**src/rtl/mac_neuron_pe.sv**
```systemverilog
// mac_neuron_pe: pipelined signed multiply-accumulate neuron with bias, saturation, ReLU and xin pass-through.
module mac_neuron_pe #(
    parameter int DW   = 8,
    parameter int ACCW = 20,
    parameter int N    = 4
) (
    input  logic            clk,
    input  logic            rst,
    input  logic            in_valid,
    output logic            in_ready,
    input  logic [DW-1:0]   xin,
    input  logic [DW-1:0]   w,
    input  logic [ACCW-1:0] bias,
    input  logic            relu_en,
    output logic [DW-1:0]   xout,
    output logic            xout_valid,
    output logic [ACCW-1:0] result,
    output logic            out_valid,
    input  logic            out_ready,
    output logic            ovf
);
    localparam int CW = $clog2(N);
    typedef enum logic [1:0] {ACC, DRAIN, HOLD} state_t;
    state_t r_state, w_next;
    logic [CW-1:0] r_cnt;
    logic [2*DW-1:0] r_p, w_prod;
    logic r_s1_valid, r_s1_first, r_ovf_acc;
    logic [ACCW-1:0] r_bias, r_acc, w_base, w_sat;
    logic [ACCW:0] w_sum;
    logic w_accept, w_last, w_clamp, w_ovf_nx;
    assign in_ready = r_state == ACC;
    assign w_accept = in_valid && in_ready;
    assign w_last   = r_cnt == CW'(N - 1);
    assign w_prod   = $signed({{DW{xin[DW-1]}}, xin}) * $signed({{DW{w[DW-1]}}, w});
    // first term of a dot product starts from the sampled bias instead of the stale accumulator
    assign w_base   = r_s1_first ? r_bias : r_acc;
    assign w_sum    = {w_base[ACCW-1], w_base} + {{(ACCW + 1 - 2*DW){r_p[2*DW-1]}}, r_p};
    assign w_clamp  = w_sum[ACCW] != w_sum[ACCW-1];
    assign w_sat    = !w_clamp ? w_sum[ACCW-1:0] :
                      w_sum[ACCW] ? {1'b1, {(ACCW-1){1'b0}}} : {1'b0, {(ACCW-1){1'b1}}};
    assign w_ovf_nx = (!r_s1_first && r_ovf_acc) || w_clamp;
    always_ff @(posedge clk) begin
        if (rst) r_state <= ACC;
        else r_state <= w_next;
    end
    always_comb begin
        w_next = r_state;
        case (r_state)
            ACC:     if (w_accept && w_last) w_next = DRAIN;
            DRAIN:   w_next = HOLD;
            HOLD:    if (out_valid && out_ready) w_next = ACC;
            default: w_next = ACC;
        endcase
    end
    always_ff @(posedge clk) begin
        if (rst) begin
            r_cnt      <= '0;
            r_p        <= '0;
            r_s1_valid <= 1'b0;
            r_s1_first <= 1'b0;
            r_bias     <= '0;
            r_acc      <= '0;
            r_ovf_acc  <= 1'b0;
            xout       <= '0;
            xout_valid <= 1'b0;
            result     <= '0;
            out_valid  <= 1'b0;
            ovf        <= 1'b0;
        end else begin
            r_s1_valid <= w_accept;
            r_s1_first <= w_accept && r_cnt == '0;
            xout_valid <= w_accept;
            if (w_accept) begin
                r_p   <= w_prod;
                xout  <= xin;
                r_cnt <= w_last ? '0 : r_cnt + 1'b1;
                if (r_cnt == '0) r_bias <= bias;
            end
            if (r_s1_valid) begin
                r_acc     <= w_sat;
                r_ovf_acc <= w_ovf_nx;
            end
            if (r_state == DRAIN) begin
                result    <= (relu_en && w_sat[ACCW-1]) ? '0 : w_sat;
                ovf       <= w_ovf_nx;
                out_valid <= 1'b1;
            end else if (r_state == HOLD && out_ready) begin
                out_valid <= 1'b0;
            end
        end
    end
endmodule

```
**config.mk**
```make
export PLATFORM = sky130hd
export DESIGN_NAME = mac_neuron_pe
export DESIGN_NICKNAME = d
export VERILOG_FILES = /design/src/rtl/mac_neuron_pe.sv
export SDC_FILE = /design/constraint.sdc
export NUM_CORES = 1
export LEC_CHECK = 0
export ABC_AREA = 0
export BUFFER_PORTS_ARGS = -buffer_cell sky130_fd_sc_hd__buf_2
export CAP_MARGIN = 5
export CORE_MARGIN = 2
export CORE_UTILIZATION = 25
export CTS_CLUSTER_SIZE = 8
export DETAILED_ROUTE_END_ITERATION = 10
export SLEW_MARGIN = 20
export SYNTH_ARGS = -nofsm -noshare
export SYNTH_HDL_FRONTEND = slang
export SYNTH_SLANG_ARGS = --single-unit
export TNS_END_PERCENT = 10
```
**constraint.sdc**
```tcl
create_clock -name clk -period 14.4 [get_ports clk]
set_input_delay 3.6 -clock clk [delete_from_list [all_inputs] [get_ports clk]]
set_output_delay 3.6 -clock clk [all_outputs]
set_load 0.02 [all_outputs]
```
==> results of run 1 <==
-- kinds of logic (layout without fill, tap and decap cells) --
group | count (synthesis) | after routing
flip-flops | 93 | 93
AND/OR/NAND/NOR | 280 | 280
multiplexers | 22 | 22
AO/OA/AOI/OAI | 183 | 183
XOR/XNOR | 24 | 24
buffers and inverters | 129 | 185
adder cells (fa/ha/maj) | 107 | 107
-- worst max-delay path by stage --
| stage | startpoint | endpoint | slack, ps | depth (start not counted) |
|---|---|---|---|---|
| finish | w[3] | r_p[13] | 7060 | 16 |
| global route | w[7] | r_p[13] | 6770 | 17 |
| CTS | w[7] | r_p[13] | 7040 | 17 |
| detailed placement | w[7] | r_p[13] | 6670 | 17 |
| global placement | w[4] | r_p[13] | 6690 | 16 |
| floorplan | xin[6] | r_p[13] | 7010 | 17 |
-- cell usage after synthesis, types with 3 or more instances --
library cell / number / share of area, %
a221o_2: 6 / 0.93
nor2_1: 55 / 2.8
a21oi_1: 72 / 5.0
or3_1: 4 / 0.34
inv_1: 91 / 4.7
nor2b_1: 3 / 0.26
o21ai_0: 15 / 1.0
nand3_1: 9 / 0.62
mux2i_1: 3 / 0.41
a211o_1: 3 / 0.36
fa_1: 56 / 15
nand2_1: 119 / 6.2
nor3_1: 15 / 1.0
dfxtp_1: 93 / 26
buf_6: 5 / 0.78
and2_1: 42 / 3.6
xor2_1: 4 / 0.48
and3_1: 6 / 0.52
o21a_1: 10 / 1.0
a211oi_1: 27 / 2.8
buf_1: 4 / 0.21
o21bai_1: 4 / 0.41
a21o_1: 7 / 0.72
clkbuf_1: 20 / 1.0
ha_1: 51 / 8.8
mux2_2: 19 / 2.9
a221o_1: 11 / 1.5
xnor2_1: 20 / 2.4
nand3b_1: 6 / 0.62
nand2b_1: 4 / 0.34
o211ai_1: 4 / 0.41
-- power breakdown --
group	switching [W]	leakage (nW)	internal, W
clock network	0.000111	0.146	0.000135
registers	0.0000178	0.762	0.000281
logic	0.000310	2.75	0.000236
total	0.000439	3.66	0.000653
-- area by class of cell --
cell class	count	area [µm²]	area share, %
Clock inverter	7	73.8	0.899
Tap cell	384	480	5.85
Inverter	92	345	4.21
Multi-Input combinational cell	616	4820	58.8
Timing Repair Buffer	77	398	4.85
Sequential cell	93	1860	22.7
Clock buffer	9	225	2.74
-- registers in the layout (all words and copies together), names as in the netlist --
signal      cells
r_ovf_acc       1
result         20
xout            8
out_valid       1
r_state         2
r_acc          20
r_p            16
ovf             1
r_cnt           2
r_s1_first      1
r_s1_valid      1
r_bias         20
-- cell usage in the layout (no fill, tap or decap), types with 3 or more instances in the layout --
master / n
nand2b_1: 4
or3_1: 4
buf_4: 5
a221o_2: 6
buf_2: 72
nor2b_1: 3
xor2_1: 4
a21oi_1: 72
nand3_1: 9
o21bai_1: 4
mux2i_1: 3
nand3b_1: 6
a21o_1: 7
inv_1: 91
a211o_1: 3
o211ai_1: 4
dfxtp_1: 92
ha_1: 51
nor3_1: 15
clkbuf_16: 9
xnor2_1: 20
a211oi_1: 27
and3_1: 6
nor2_1: 55
o21ai_0: 15
mux2_2: 19
o21a_1: 10
and2_1: 42
nand2_1: 119
a221o_1: 11
fa_1: 56
-- critical path: stages --
cell and delay, ps:
buf_2 140, and2_1 210, fa_1 600, inv_1 140, fa_1 540, inv_1 50
fa_1 530, inv_1 50, fa_1 520, inv_1 40, ha_1 340, and3_1 180
a211oi_1 270, xnor2_1 150, nand2_1 70, a21oi_1 170
-- metal layers --
metal  share of wire (%)  vias up  wire length (µm)
li1                    -     2928                 -
met1                  50     2724              9170
met2                  45      118              8360
met3                 4.6        6               851
met4                0.49        0                91
met5                   0        -                 0
-- stage by stage --
step | util (%) | power [W] | hold WS, ps | area (µm²) | worst slack (ps)
after floorplan | - | 0.000744 | 433 | 7260 | 7010
after global placement | 27.6 | 0.000844 | 442 | 7910 | 6690
after detailed placement | 27.6 | 0.000851 | 449 | 7910 | 6670
after CTS | 28.7 | 0.00110 | 459 | 8210 | 7040
after global routing | 28.7 | 0.00120 | 486 | 8210 | 6770
final | 28.7 | 0.00109 | 457 | 8210 | 7060
==> impl_metrics.py, run 1 <==
metrics = {
    "run_status": {
        "status": "finished, final reports clean",
    },
    "grt": {
        "grt_usage_pct": 12.6,
        "grt_pass1_wl_mm": 30.7,
        "grt_overflow_total": 0,
        "met1_usage_pct": 17.7,
        "antenna_found_initial": 0,
        "grt_pass1_vias": 5773,
        "global_route.usage.met2_pct": 20.1,
        "grt_max_degree": 72,
        "gr-usage-met3_pct": 2.71,
        "grt.busiest_layer": "met2",
    },
    "floorplanning": {
        "die_w_um": 174,
        "fp.dieH_um": 174,
        "initial_utilization_pct": 25.4,
        "rows": 62,
        "num_io_pins": 73,
        "core_area_um2": 28600,
        "dieArea_um2": 30400,
    },
    "synth": {
        "synthArstFlopShare_pct": 0,
        "synth_area_um2": 7260,
        "synth_fa_ha_area_share_pct": 24.2,
        "synthXorXnorAreaFrac_pct": 2.90,
        "synth_edf_count": 0,
        "synth_cell_types": 69,
        "synthMuxAreaShare_pct": 3.36,
        "yosysSeqAreaShare_pct": 25.6,
        "synth_top_family_by_area": "adder cells",
        "ys_warn_count": 0,
        "synth_simple_gate_area_share_pct": 18.3,
        "synth_cells": 838,
        "synthFlopType": "dfxtp_1",
        "synth_seq_cells": 93,
        "synth-compound-area-share_pct": 17.7,
        "syn_area_per_cell_um2": 8.66,
        "syn-num-nets": 986,
    },
    "drt": {
        "dr.first_iter.drc_count": 252,
        "ant_nets": 0,
        "post-route-drc-count": 0,
        "num_vias": 5776,
        "dr.pass1.iters": 5,
        "avgViaCountPerCell": 4.52,
        "wl_per_cell_um": 14.5,
        "wl_mm": 18.5,
    },
    "pwr": {
        "p_leak_nw": 3.66,
        "peakVddDrop_v": 0.0000614,
        "powerDensity_nw_per_um2": 133,
    },
    "placement": {
        "port_buffers": 72,
        "dp_cells": 1262,
        "gp_congestion": 0.862,
        "dp_hpwl_mm": 14.1,
    },
    "final_layout": {
        "drive_gt1_share_pct": 15.2,
        "fin_cells": 1278,
        "area_delta_synth_final_pct": 13.1,
        "n_antenna_cell": 0,
        "n_fill_cell": 3062,
        "layout.nets": 1037,
    },
    "worst_setup_path": {
        "critPathKind": "input pin to flop",
        "r2r_cells": 12,
        "cp-start-kind": "input pin",
        "rr_startpoint": "r_s1_first",
        "cp.required_ps": 14670,
        "cp-end-kind": "flop",
        "critPathArrivalTime_ps": 7610,
        "r2r-end": "result[4]",
        "crit_path_max_fanout": 8,
        "r2r_slack_ps": 10470,
    },
    "clocking": {
        "tritoncts": "yes",
        "clockBufferDepth": 2,
        "postCtsSetupRepairBufs": 0,
        "cts.repair.resized": 0,
        "clock_sinks": 93,
        "clock-root-buffer": "clkbuf_16",
        "clkSlewWorstSetupHoldPaths_ps": 60,
        "htree_levels": 3,
        "insertion_delay_ps": 350,
        "ctsHoldBuffers": 0,
        "cts_buffers": 9,
    },
    "sta": {
        "layout_min_cycle_time_ps": 7340,
        "setup_viol": 0,
        "tns_ps": 0,
        "min_period_over_period_pct": 51.0,
        "tightest_slew_ps": 981,
        "max_freq_mhz": 136,
        "hold_violations": 0,
        "maxSlewViolCount": 0,
        "relSlewSlack_pct": 34.6,
        "fin_skew_ps": 13.1,
        "rsz0062_at_grt": "no",
    },
    "min_path": {
        "holdPathStages": 2,
        "hold_end": "result[19]",
        "min_from": "result[19]",
        "hp-class": "flop to flop",
    },
    "run": {
        "drv_cap": 0,
    },
}
Note: power is estimated with default switching activity, not from simulation.
==> run 2: changes to the inputs <==
==> constraint.sdc (replaced) <==
create_clock -name clk -period 7.4 [get_ports clk]
set_input_delay 1.85 -clock clk [delete_from_list [all_inputs] [get_ports clk]]
set_output_delay 1.85 -clock clk [all_outputs]
set_load 0.02 [all_outputs]
==> run 2 against run 1 <==
Critical path depth is the same. Clock power grew 95%. Critical path type unchanged. Cell count is essentially flat. Clock skew is essentially flat.
==> impl_metrics.py, run 2 (synthesized netlist as in run 1, its figures left out) <==
metrics = {
    "run_status": {
        "status": "finished, final reports clean",
    },
    "drt": {
        "avgViaCountPerCell": 4.47,
        "wl_per_cell_um": 14.5,
        "wl_mm": 18.5,
        "ant_nets": 0,
        "num_vias": 5711,
        "dr.pass1.iters": 5,
        "post-route-drc-count": 0,
        "dr.first_iter.drc_count": 360,
    },
    "sta": {
        "max_freq_mhz": 179,
        "setup_viol": 0,
        "fin_hold_ws_ps": 454,
        "relSlewSlack_pct": 35.2,
        "fin_skew_ps": 13.1,
        "layout_min_cycle_time_ps": 5590,
        "tightest_slew_ps": 971,
        "layout_setup_ws_ps": 1810,
        "rsz0062_at_grt": "no",
        "maxSlewViolCount": 0,
        "tns_ps": 0,
        "hold_violations": 0,
        "min_period_over_period_pct": 75.5,
    },
    "worst_setup_path": {
        "critPathKind": "input pin to flop",
        "path_buf_inv": 5,
        "path_cells": "buf_2 -> and2_1 -> fa_1 -> inv_1 -> fa_1 -> inv_1 -> fa_1 -> inv_1 -> fa_1 -> inv_1 -> ha_1 -> and3_1 -> a211oi_1 -> xnor2_1 -> nand2_1 -> a21oi_1",
        "slowest_delay_ps": 610,
        "critPathArrivalTime_ps": 5860,
        "crit_start": "w[3]",
        "cp-end-kind": "flop",
        "cp.required_ps": 7670,
        "slowest_stage": "fa_1",
        "cp-start-kind": "input pin",
        "crit_path_max_fanout": 8,
        "rr_startpoint": "r_s1_first",
        "cp_top_family": "adder cells",
    },
    "clocking": {
        "clkSlewWorstSetupHoldPaths_ps": 70,
        "clock_sinks": 93,
        "postCtsSetupRepairBufs": 0,
        "insertion_delay_ps": 350,
        "cts.repair.resized": 0,
        "tritoncts": "yes",
        "clock-root-buffer": "clkbuf_16",
        "ctsHoldBuffers": 0,
        "htree_levels": 3,
        "clockBufferDepth": 2,
        "cts_buffers": 9,
    },
    "placement": {
        "dpl-instance-area_um2": 7910,
        "port_buffers": 72,
        "dp_hpwl_mm": 14.1,
        "gp_congestion": 0.863,
        "pre_cts_slack_ps": 1400,
    },
    "grt": {
        "antenna_found_initial": 1,
        "grt_pass1_vias": 5730,
        "grt_overflow_total": 0,
        "grt_max_degree": 72,
        "grt_pass1_wl_mm": 30.3,
        "grt_usage_pct": 12.4,
    },
    "pwr": {
        "peakVddDrop_v": 0.000119,
        "switching_share_pct": 40.2,
        "comb_power_share_pct": 50.0,
        "p_leak_nw": 3.66,
        "p_seq_share_pct": 27.4,
        "clockPowerShare_pct": 22.6,
        "powerDensity_nw_per_um2": 258,
        "internal_power_w": 0.00127,
        "p_switching_w": 0.000852,
    },
    "final_layout": {
        "area_delta_synth_final_pct": 13.1,
        "top_regs": "r_acc x20, r_bias x20, result x20",
        "layout.nets": 1037,
        "final_cell_area_um2": 8210,
        "final_common_cell": "nand2_1",
        "final_cell_mix": "nand2_1 (119), dfxtp_1 (92), inv_1 (91), a21oi_1 (72), buf_2 (72)",
        "drive_gt1_share_pct": 15.2,
    },
    "floorplanning": {
        "core_area_um2": 28600,
        "initial_utilization_pct": 25.4,
        "die_w_um": 174,
        "rows": 62,
        "dieArea_um2": 30400,
        "num_io_pins": 73,
        "fp.dieH_um": 174,
    },
    "min_path": {
        "min_from": "result[19]",
        "hp-class": "flop to flop",
    },
    "run": {
        "drv_cap": 0,
    },
}
==> run 2: changes by cell type in the layout (fill, tap and decap cells not counted) <==
cell     delta
diode_2     +1
==> run 2: layout make-up <==
| type | count | area [µm²] |
|---|---|---|
| well taps | 384 | 480 |
| multi-input cells | 616 | 4820 |
| clock inverters | 7 | 73.8 |
| diodes | 1 | 2.50 |
| fillers | 3045 | 20400 |
| repair buffers | 77 | 398 |
| clock buffers | 9 | 225 |
| inverters | 92 | 345 |
| flip-flops and latches | 93 | 1860 |
==> run 2: worst reg2reg max path, stage by stage, from the launching register on <==
cell      delay, ps
dfxtp_2         710
mux2_2          400
ha_1            350
and3_1          310
a221oi_2        360
a211oi_1        170
a41oi_4         260
mux2i_1         210
buf_4           290
and2_1          550
a221o_2         250
==> run 2: worst paths after layout <==
| check | cells past startpoint | slack [ps] | endpoint |
|---|---|---|---|
| max | 16 | 1810 | r_p[13] |
| min | 2 | 450 | result[19] |
| max reg2reg | 10 | 3480 | result[1] |
| min reg2reg | 2 | 450 | result[19] |
==> run 2: power by group through the flow <==
stage | Combinational [W] | Clock (W) | Sequential [W]
global route | 0.00122 | 0.000515 | 0.000588
finish | 0.00106 | 0.000479 | 0.000582
detailed placement | 0.00106 | 0 | 0.000593
CTS | 0.00107 | 0.000488 | 0.000582
global placement | 0.00105 | 0 | 0.000592
floorplan | 0.000866 | 0 | 0.000582
==> run 2: metrics by stage <==
| step | total power [W] | std cells | utilization, % |
|---|---|---|---|
| 4_1_cts | 0.00214 | 1278 | 28.7 |
| 5_1_grt | 0.00233 | 1279 | 28.7 |
| 6_report | 0.00212 | 1279 | 28.7 |
| 2_1_floorplan | 0.00145 | 838 | - |
| 3_5_place_dp | 0.00166 | 1262 | 27.6 |
| 3_3_place_gp | 0.00164 | 1262 | 27.6 |
==> run 2: layer usage <==
metal | vias up | share of wire [%] | track usage [%]
met4 | 0 | 0.54 | 2.31
li1 | 2921 | - | -
met1 | 2678 | 50 | 17.3
met5 | - | 0 | 0
met3 | 6 | 4.1 | 2.41
met2 | 106 | 46 | 20.1
==> run 3: changes to the inputs <==
--- a/config.mk
+++ b/config.mk
@@ -5,7 +5,7 @@
 export SDC_FILE = /design/constraint.sdc
 export NUM_CORES = 1
 export LEC_CHECK = 0
-export ABC_AREA = 0
+export ABC_AREA = 1
 export BUFFER_PORTS_ARGS = -buffer_cell sky130_fd_sc_hd__buf_2
 export CAP_MARGIN = 5
 export CORE_MARGIN = 2
==> constraint.sdc (replaced) <==
create_clock -name clk -period 5.85 [get_ports clk]
set_input_delay 1.4625 -clock clk [delete_from_list [all_inputs] [get_ports clk]]
set_output_delay 1.4625 -clock clk [all_outputs]
set_load 0.02 [all_outputs]
==> run 3 against run 2 <==
Worst hold slack improved by 5.3 ps. Clock skew fell by 4.0 ps. Highest routed layer is now met5. Global-route usage rose by 0.63 points. Clock power rose by 15%. Clock-buffer cell count rose by 1. Routed wire length rose by 9.9%.
==> impl_metrics.py, run 3 <==
metrics = {
    "sta": {
        "hold_violations": 0,
        "max_freq_mhz": 188,
        "tightest_slew_ps": 939,
        "rsz0062_at_grt": "no",
        "relSlewSlack_pct": 37.4,
        "min_period_over_period_pct": 90.7,
        "maxSlewViolCount": 0,
        "tns_ps": 0,
        "fin_skew_ps": 9.05,
        "layout_min_cycle_time_ps": 5310,
        "setup_viol": 0,
    },
    "synth": {
        "synth_edf_count": 0,
        "synth_area_um2": 7730,
        "synth_common_cells": "nand2_1 (275), inv_1 (225), dfxtp_1 (93), a21oi_1 (85), nor2_1 (81)",
        "yosysMostFrequentCell": "nand2_1",
        "ys_warn_count": 0,
        "synth_cells": 1126,
        "yosysTopAreaCellShare_pct": 24.1,
        "synthArstFlopShare_pct": 0,
        "syn-num-nets": 1274,
        "synth_seq_cells": 93,
        "synth_cell_types": 35,
        "synth_top_cell_by_area": "dfxtp_1",
        "yosysSeqAreaShare_pct": 24.1,
        "syn_area_per_cell_um2": 6.86,
        "synth_area_leaders": "dfxtp_1 (24%), fa_1 (15%), nand2_1 (13%), inv_1 (11%), ha_1 (8.3%)",
        "synthFlopType": "dfxtp_1",
    },
    "min_path": {
        "hp-class": "flop to flop",
        "min_from": "r_bias[1]",
    },
    "pwr": {
        "p_switching_w": 0.00145,
        "peakVddDrop_v": 0.000263,
        "clockPowerShare_pct": 18.0,
        "switching_share_pct": 47.2,
        "internal_power_w": 0.00162,
        "p_seq_share_pct": 24.6,
        "comb_power_share_pct": 57.4,
        "p_leak_nw": 4.65,
        "powerDensity_nw_per_um2": 351,
    },
    "worst_setup_path": {
        "path_buf_inv": 4,
        "cp_top_family": "adder cells",
        "rr_startpoint": "r_s1_first",
        "critPathArrivalTime_ps": 5600,
        "crit_start": "w[7]",
        "cp-end-kind": "flop",
        "path_cells": "buf_2 -> clkinv_1 -> or2_2 -> fa_1 -> fa_1 -> fa_1 -> fa_1 -> inv_1 -> ha_1 -> a21oi_1 -> o21ai_0 -> a21oi_1 -> nor2_1 -> nor2_1 -> xor2_1 -> o21ai_0 -> inv_1",
        "cp.required_ps": 6150,
        "cp-start-kind": "input pin",
        "slowest_stage": "fa_1",
        "crit_path_max_fanout": 4,
        "slowest_delay_ps": 550,
        "cp_common_cell": "fa_1",
        "critPathKind": "input pin to flop",
    },
    "floorplanning": {
        "num_io_pins": 73,
        "rows": 64,
        "die_w_um": 180,
        "core_area_um2": 30500,
        "fp.dieH_um": 180,
        "dieArea_um2": 32300,
        "initial_utilization_pct": 25.3,
    },
    "grt": {
        "grt_overflow_total": 0,
        "grt_usage_pct": 13.1,
        "grt_pass1_vias": 6892,
        "grt_max_degree": 74,
        "grt_pass1_wl_mm": 34.5,
        "antenna_found_initial": 1,
    },
    "drt": {
        "met3_length_um": 726,
        "route.top_layer_used": "met5",
        "post-route-drc-count": 0,
        "wl_met2_mm": 9.59,
        "num_vias": 6881,
        "met1_length_mm": 9.66,
        "wl_mm": 20.4,
        "dr.pass1.iters": 5,
        "wl_per_cell_um": 13.0,
        "avgViaCountPerCell": 4.39,
        "dr.first_iter.drc_count": 316,
        "ant_nets": 0,
    },
    "placement": {
        "dp_cells": 1553,
        "dp_hpwl_mm": 16.3,
        "port_buffers": 72,
        "gp_congestion": 0.906,
    },
    "clocking": {
        "ctsHoldBuffers": 0,
        "clock_sinks": 93,
        "cts.repair.resized": 0,
        "clock-root-buffer": "clkbuf_16",
        "clkSlewWorstSetupHoldPaths_ps": 70,
        "insertion_delay_ps": 350,
        "postCtsSetupRepairBufs": 0,
        "tritoncts": "yes",
        "clockBufferDepth": 2,
        "cts_buffers": 9,
        "htree_levels": 3,
    },
    "run": {
        "drv_cap": 0,
    },
    "final_layout": {
        "top_regs": "r_acc x20, r_bias x20, result x20",
        "final_common_cell": "nand2_1",
        "layout.nets": 1316,
        "final_cell_mix": "nand2_1 (275), inv_1 (224), dfxtp_1 (93), a21oi_1 (85), nor2_1 (81)",
        "fin_cells": 1569,
        "n_antenna_cell": 0,
        "n_fill_cell": 3371,
        "area_delta_synth_final_pct": 12.7,
        "drive_gt1_share_pct": 11.8,
    },
    "run_status": {
        "status": "finished, final reports clean",
    },
}
==> run 3: cell count changes after synthesis, sizes merged, moves of 19 or more <==
cell    delta
a211oi    -27
nor2      +29
and2      -41
nand2    +178
nand3     +40
o21ai     +55
inv      +136
mux2      -19
clkbuf    +20
==> run 3: power groups by stage <==
stage,clock network [W],logic (W),registers (W)
4_1_cts,0.000570,0.00176,0.000755
3_5_place_dp,0,0.00175,0.000769
3_3_place_gp,0,0.00173,0.000769
6_report,0.000552,0.00176,0.000753
5_1_grt,0.000600,0.00202,0.000763
2_1_floorplan,0,0.00133,0.000758
==> run 3: tightest hold or removal path, cell delays in order, from the launching register on <==
cell and delay [ps]:
dfxtp_1 300, inv_1 60, a21oi_1 60
==> run 3: layout make-up <==
class / instances / area (µm²) / share of cell area, %
Multi-Input combinational cell: 754 / 4790 / 55.0
Sequential cell: 93 / 1860 / 21.4
Inverter: 228 / 856 / 9.82
Tap cell: 396 / 495 / 5.69
Timing Repair Buffer: 82 / 435 / 5.00
Clock buffer: 10 / 229 / 2.63
Clock inverter: 6 / 46.3 / 0.531
==> run 3: worst paths after layout <==
| path | to | slack [ps] | cells after the start |
|---|---|---|---|
| setup / recovery | r_p[12] | 540 | 17 |
| hold reg to reg | r_bias[1] | 460 | 2 |
| hold / removal | r_bias[1] | 460 | 2 |
| setup reg to reg | result[17] | 2280 | 17 |
==> run 3: cell families (layout without fill, tap and decap cells) <==
| logic type | count (synthesis) | after routing | synth area share (%) |
|---|---|---|---|
| AOI/OAI and AO/OA | 172 | 172 | 11.9 |
| xor gates and xnor gates | 26 | 26 | 2.95 |
| adders and majority gates | 107 | 107 | 22.8 |
| buffers and inverters | 279 | 326 | 13.9 |
| DFF | 93 | 93 | 24.1 |
| and+or+nand+nor | 449 | 449 | 24.4 |
==> run 3: per-layer routing <==
metal / GRT usage (%) / vias to the layer above
li1: - / 3518
met1: 16.8 / 3214
met2: 22.3 / 117
met3: 2.71 / 30
met4: 3.09 / 2
met5: 0 / -
==> run 3: per-stage QoR <==
| step | utilization (%) | area [µm²] | power [W] | worst slack [ps] | hold WS [ps] |
|---|---|---|---|---|---|
| 5_1_grt | 28.6 | 8710 | 0.00338 | 230 | 487 |
| 3_3_place_gp | 27.7 | 8440 | 0.00250 | 255 | 447 |
| 2_1_floorplan | - | 7730 | 0.00209 | 452 | 429 |
| 4_1_cts | 28.6 | 8710 | 0.00308 | 566 | 462 |
| 3_5_place_dp | 27.7 | 8440 | 0.00252 | 198 | 451 |
| 6_report | 28.6 | 8710 | 0.00306 | 544 | 459 |
